File: src/rtl/rc5_pkg.sv
// Shared definitions for the RC5-32 key expansion controller.
//   P32/Q32   : magic constants for the S table initialisation
//   state_t   : sequencer states
//   rotl      : 32-bit rotate-left by a 5-bit amount
package rc5_pkg;

    localparam logic [31:0] P32 = 32'hB7E15163;
    localparam logic [31:0] Q32 = 32'h9E3779B9;

    typedef enum logic [3:0] {
        StIdle,
        StLClear,
        StLLoad,
        StSInit,
        StMixRs,
        StMixWs,
        StMixRl,
        StMixWl,
        StDone
    } state_t;

    // Shifting the doubled word leaves the rotated value in the upper half.
    function automatic logic [31:0] rotl(input logic [31:0] x, input logic [4:0] n);
        logic [63:0] d;
        d = {x, x} << n;
        return d[63:32];
    endfunction

endpackage

File: src/rtl/rc5_mix_alu.sv
// Combinational datapath for one RC5 key-mixing step.
//   s_rdata, l_rdata : current S[i] / L[j] read data
//   a, b             : registered A and B
//   a_new            : ROTL(S[i] + A + B, 3)
//   b_new            : ROTL(L[j] + A + B, (A + B) mod 32)
// b_new is only consumed after A has been updated, so `a` is already A' there.
module rc5_mix_alu
    import rc5_pkg::*;
(
    input  logic [31:0] s_rdata,
    input  logic [31:0] l_rdata,
    input  logic [31:0] a,
    input  logic [31:0] b,
    output logic [31:0] a_new,
    output logic [31:0] b_new
);

    logic [31:0] ab_sum;
    logic [31:0] sum_a;
    logic [31:0] sum_b;

    assign ab_sum = a + b;
    assign sum_a  = s_rdata + ab_sum;
    assign sum_b  = l_rdata + ab_sum;
    assign a_new  = rotl(sum_a, 5'd3);
    assign b_new  = rotl(sum_b, ab_sum[4:0]);

endmodule

File: src/rtl/rc5_key_schedule_ctrl.sv
// RC5 key expansion sequencer. Owns the L and S RAM ports and runs:
// clear L, L-load unit, S init from P/Q, then 3*max(T,C) mixing steps.
//   clk, rst               : clock, asynchronous active-low reset
//   start/busy/done        : handshake with the cipher core
//   lop_rst                : holds the L-load unit in reset outside its phase
//   lop_done/lop_address/lop_wdata/lop_we : L-load unit interface
//   L_address/L_wdata/L_we/L_rdata        : L RAM port (1-cycle read latency)
//   S_address/S_wdata/S_we/S_rdata        : S RAM port (1-cycle read latency)
module rc5_key_schedule_ctrl
    import rc5_pkg::*;
#(
    parameter int unsigned W    = 32,
    parameter int unsigned B    = 16,
    parameter int unsigned C    = 4,
    parameter int unsigned R    = 12,
    parameter int unsigned S_AW = $clog2(2 * (R + 1)),
    parameter int unsigned L_AW = $clog2(C)
) (
    input  logic            clk,
    input  logic            rst,
    input  logic            start,
    output logic            busy,
    output logic            done,
    output logic            lop_rst,
    input  logic            lop_done,
    input  logic [L_AW-1:0] lop_address,
    input  logic [W-1:0]    lop_wdata,
    input  logic            lop_we,
    output logic [L_AW-1:0] L_address,
    output logic [W-1:0]    L_wdata,
    output logic            L_we,
    input  logic [W-1:0]    L_rdata,
    output logic [S_AW-1:0] S_address,
    output logic [W-1:0]    S_wdata,
    output logic            S_we,
    input  logic [W-1:0]    S_rdata
);

    localparam int unsigned T   = 2 * (R + 1);
    localparam int unsigned N   = 3 * ((T > C) ? T : C);
    localparam int unsigned K_W = $clog2(N);

    localparam logic [S_AW-1:0] ILast = S_AW'(T - 1);
    localparam logic [L_AW-1:0] JLast = L_AW'(C - 1);
    localparam logic [K_W-1:0]  KLast = K_W'(N - 1);

    // Only RC5-32 is supported, and L must be large enough to hold the key.
    if (W != 32 || 4 * C < B) begin : g_bad_cfg
        $error("rc5_key_schedule_ctrl: unsupported W/B/C combination");
    end

    state_t          state_q, state_d;
    logic [S_AW-1:0] i_q, i_d;
    logic [L_AW-1:0] j_q, j_d;
    logic [K_W-1:0]  k_q, k_d;
    logic [W-1:0]    a_q, a_d;
    logic [W-1:0]    b_q, b_d;
    logic [W-1:0]    sinit_q, sinit_d;  // running P + n*Q during S init

    logic [31:0] a_new;
    logic [31:0] b_new;

    rc5_mix_alu u_mix_alu (
        .s_rdata (S_rdata),
        .l_rdata (L_rdata),
        .a       (a_q),
        .b       (b_q),
        .a_new   (a_new),
        .b_new   (b_new)
    );

    always_ff @(posedge clk or negedge rst) begin
        if (!rst) begin
            state_q <= StIdle;
            i_q     <= '0;
            j_q     <= '0;
            k_q     <= '0;
            a_q     <= '0;
            b_q     <= '0;
            sinit_q <= '0;
        end else begin
            state_q <= state_d;
            i_q     <= i_d;
            j_q     <= j_d;
            k_q     <= k_d;
            a_q     <= a_d;
            b_q     <= b_d;
            sinit_q <= sinit_d;
        end
    end

    always_comb begin
        state_d   = state_q;
        i_d       = i_q;
        j_d       = j_q;
        k_d       = k_q;
        a_d       = a_q;
        b_d       = b_q;
        sinit_d   = sinit_q;
        busy      = 1'b1;
        done      = 1'b0;
        lop_rst   = 1'b1;
        L_address = '0;
        L_wdata   = '0;
        L_we      = 1'b0;
        S_address = '0;
        S_wdata   = '0;
        S_we      = 1'b0;

        unique case (state_q)
            StIdle: begin
                busy = 1'b0;
                if (start) begin
                    state_d = StLClear;
                    i_d     = '0;
                    j_d     = '0;
                    k_d     = '0;
                    a_d     = '0;
                    b_d     = '0;
                    sinit_d = P32;
                end
            end
            StLClear: begin
                L_address = j_q;
                L_we      = 1'b1;
                if (j_q == JLast) begin
                    j_d     = '0;
                    state_d = StLLoad;
                end else begin
                    j_d = j_q + 1'b1;
                end
            end
            StLLoad: begin
                lop_rst   = 1'b0;
                L_address = lop_address;
                L_wdata   = lop_wdata;
                L_we      = lop_we;
                if (lop_done) begin
                    state_d = StSInit;
                end
            end
            StSInit: begin
                S_address = i_q;
                S_wdata   = sinit_q;
                S_we      = 1'b1;
                sinit_d   = sinit_q + Q32;
                if (i_q == ILast) begin
                    i_d     = '0;
                    state_d = StMixRs;
                end else begin
                    i_d = i_q + 1'b1;
                end
            end
            StMixRs: begin
                S_address = i_q;
                state_d   = StMixWs;
            end
            StMixWs: begin
                S_address = i_q;
                S_wdata   = a_new;
                S_we      = 1'b1;
                a_d       = a_new;
                state_d   = StMixRl;
            end
            StMixRl: begin
                L_address = j_q;
                state_d   = StMixWl;
            end
            StMixWl: begin
                L_address = j_q;
                L_wdata   = b_new;
                L_we      = 1'b1;
                b_d       = b_new;
                i_d       = (i_q == ILast) ? '0 : i_q + 1'b1;
                j_d       = (j_q == JLast) ? '0 : j_q + 1'b1;
                k_d       = k_q + 1'b1;
                state_d   = (k_q == KLast) ? StDone : StMixRs;
            end
            StDone: begin
                busy    = 1'b0;
                done    = 1'b1;
                state_d = StIdle;
            end
            default: begin
                state_d = StIdle;
            end
        endcase
    end

endmodule

File: config.mk
export PLATFORM = sky130hd
export DESIGN_NAME = rc5_key_schedule_ctrl
export DESIGN_NICKNAME = d
export VERILOG_FILES = /design/src/rtl/rc5_pkg.sv /design/src/rtl/rc5_mix_alu.sv /design/src/rtl/rc5_key_schedule_ctrl.sv
export SDC_FILE = /design/constraint.sdc
export NUM_CORES = 1
export LEC_CHECK = 0
export BUFFER_PORTS_ARGS = -buffer_cell sky130_fd_sc_hd__buf_2
export CAP_MARGIN = 15
export CORE_MARGIN = 3
export CORE_UTILIZATION = 60
export DETAILED_ROUTE_END_ITERATION = 10
export GPL_ROUTABILITY_DRIVEN = 0
export PLACE_DENSITY_LB_ADDON = 0.05
export SETUP_SLACK_MARGIN = 0.02
export SLEW_MARGIN = 40
export SYNTH_ARGS = -nofsm -noshare
export SYNTH_HDL_FRONTEND = slang
export SYNTH_SLANG_ARGS = --single-unit
File: constraint.sdc
create_clock -name clk -period 8.2 [get_ports clk]
set_input_delay 0.82 -clock clk [delete_from_list [all_inputs] [get_ports clk]]
set_output_delay 0.82 -clock clk [all_outputs]
set_load 0.1 [all_outputs]
==> impl_metrics.csv <==
group,metric,value,unit
outcome,run_status,"finished with violations",
outcome,violations,"design-rule violations",
synthesis,avgSynthCellArea,7.56,µm²
timing,fin_crit_sh,99.3,%
timing,skew,12.4,ps
setup_path,path_max_fanout,5,
layout,syn_to_final_growth,16.5,%
setup_path,start_kind,"flop",
synthesis,synth_flop_cell,"dfrtp_1",
synthesis,postSynthNetCount,1872,
cts,cts_buffer_depth,2,
grt,grt_pass1_vias,12464,
grt,antenna_found_initial,0,
floorplan,start_util,61.7,%
timing,hold_viol,0,
timing,rsz0062_at_grt,"true",
routing,firstDrtPassIters,10,
timing,drv_slew,0,
routing,vias,14073,
synthesis,synth_top_area_share,22.6,%
synthesis,ys_seq_elements,114,
synthesis,ys_types,83,
grt,grt_use_met3,7.18,%
grt,use_met1,52.6,%
placed_design,numPortBuffers,178,
floorplan,die_h,151,µm
cts,clkSinkCount,114,
layout,stdcell_area,0.0147,mm²
synthesis,syn-cell-area,0.0126,mm²
setup_path,required,7380,ps
setup_path,reg2reg_depth,28,
synthesis,ys_warn_count,0,
grt,grt.total_usage,38.0,%
setup_path,worst_setup_path_end_kind,"output pin",
setup_path,crit_type,"flop to output pin",
setup_path,cp.depth,28,
synthesis,synth.area.top_cells,"dfrtp_1, ha_1, nand2_1, a21oi_1, o21ai_0",
synthesis,ys_seq_area_share,22.6,%
timing,setup_viol,0,
cts,clk_pin_slew_worst_paths,60,ps
cts,clock-root-buffer,"clkbuf_16",
cts,cts_tree,"built",
cts,cts_made_buffers,17,
routing,via_per_inst,6.70,
timing,tightestPinTransition,855,ps
setup_path,path_buf_inv,2,
routing,ant_nets,0,
routing,first_iter_violations,1599,
flow_run,maxCapViolations,0,
layout,final_util,71.9,%
setup_path,crit_path_start,"a_q[0]",
timing,fin_crit,8140,ps
grt,busiest_layer,"met2",
grt,global_route.usage.met2,57.8,%
setup_path,critPathSlowestCell,"or3_1",
layout,antennaDiodeCount,0,
floorplan,die_w,151,µm
floorplan,pin_count,179,
layout,drive_above_1_share,17.6,%
grt,overflow,0,
grt,grt_max_degree,65,
setup_path,max_stage_delay,440,ps
synthesis,async_flop_share,100,%
synthesis,synth.top_cells.by_count,"nand2_1, a21oi_1, nor2_1",
routing,drt_wl_total,44600,µm
cts,htree_levels,4,
placed_design,hpwl,34000,µm
hold_path,min_path_type,"input port to asynchronous set/reset pin",
timing,slew_headroom,42.8,%
layout,nNetsFinal,2026,
floorplan,num_rows,52,
routing,drc,1,
synthesis,yosysMostFrequentCell,"nand2_1",
routing,route.detailed.wl_per_inst,21.2,µm
synthesis,yosysTopAreaCell,"dfrtp_1",
grt,grt_pass1_wl,67400,µm
floorplan,core,0.0204,mm²
cts,clk_latency,430,ps
setup_path,r2r-start,"a_q[0]",
synthesis,synth-edff-count,0,
synthesis,syn_inst,1666,
setup_path,cp_top_family,"simple AND/OR/NAND/NOR gates",
setup_path,crit_arrival,7320,ps
timing,max_freq,123,MHz
floorplan,dieArea,0.0228,mm²
placed_design,place_area,0.0138,mm²
repair_timing:
item	CTS	global route
buffers inserted	0	6
pin swaps	0	8
gates resized for setup	4	56
hold buffers	0	0
hold endpoints to repair	0	0
endpoints found under the setup margin	25	32
through the flow:
stage	setup slack [ps]	std cells	hold WS (ps)	TNS, ps
after floorplan	651	1666	445	0
after detailed placement	305	2065	476	0
after CTS	32.3	2095	456	0
final	57.5	2101	442	0
after global placement	580	2065	465	0
after global routing	-159	2101	488	-863
area by class of cell:
type                       instances  area [µm²]
tap                              270         338
fill                            1669        5750
sequential                       114        2850
inverter                          41         154
clock buffer                      22         484
clock inverter                     8         151
multi-input combinational       1440        9540
timing repair buffer             206        1170
logic make-up after synthesis:
logic type | Yosys count | share of synthesized area, %
AND/OR/NAND/NOR | 691 | 24.7
AO/OA/AOI/OAI | 507 | 27.0
flip-flops | 114 | 22.6
buffers and inverters | 112 | 3.35
adder cells (fa/ha/maj) | 103 | 10.4
XOR/XNOR | 73 | 5.19
multiplexers | 66 | 6.76
placed cells by master, fill, tap and decap left out, drive strengths merged, types with 13 or more instances in the layout:
cell type	n
ha	100
nand4	20
o21a	20
buf	192
a211oi	27
o211ai	27
nand2b	21
a21o	59
or3	15
o31ai	14
dfrtp	114
clkbuf	36
a31oi	15
o21ai	112
inv	38
nand3	74
nor2	116
mux4	14
xnor2	43
mux2	13
xor2	29
nor3	46
a21oi	118
nand2	327
mux2i	39
sequential cells by signal (all words and copies together), names as in the netlist:
signal   flops
a_q         32
b_q         32
i_q          5
j_q          2
k_q          7
sinit_q     32
state_q      4
metal layers:
| metal | part of all wire (%) | vias up |
|---|---|---|
| li1 | - | 6463 |
| met1 | 40 | 6618 |
| met2 | 44 | 859 |
| met3 | 11 | 133 |
| met4 | 5.3 | 0 |
| met5 | 0 | - |
path summary, 6_finish.rpt:
check / end / slack, ps
max: L_wdata[0] / 60
min: b_q[13] / 440
max reg2reg: b_q[26] / 1480
min reg2reg: a_q[14] / 490
max in group asynchronous: sinit_q[26] / 6670
min in group clk: a_q[14] / 490
Power is left out: the tool's default activity adds up to more than one toggle a clock period on the data nets, which glitch-free logic cannot reach.
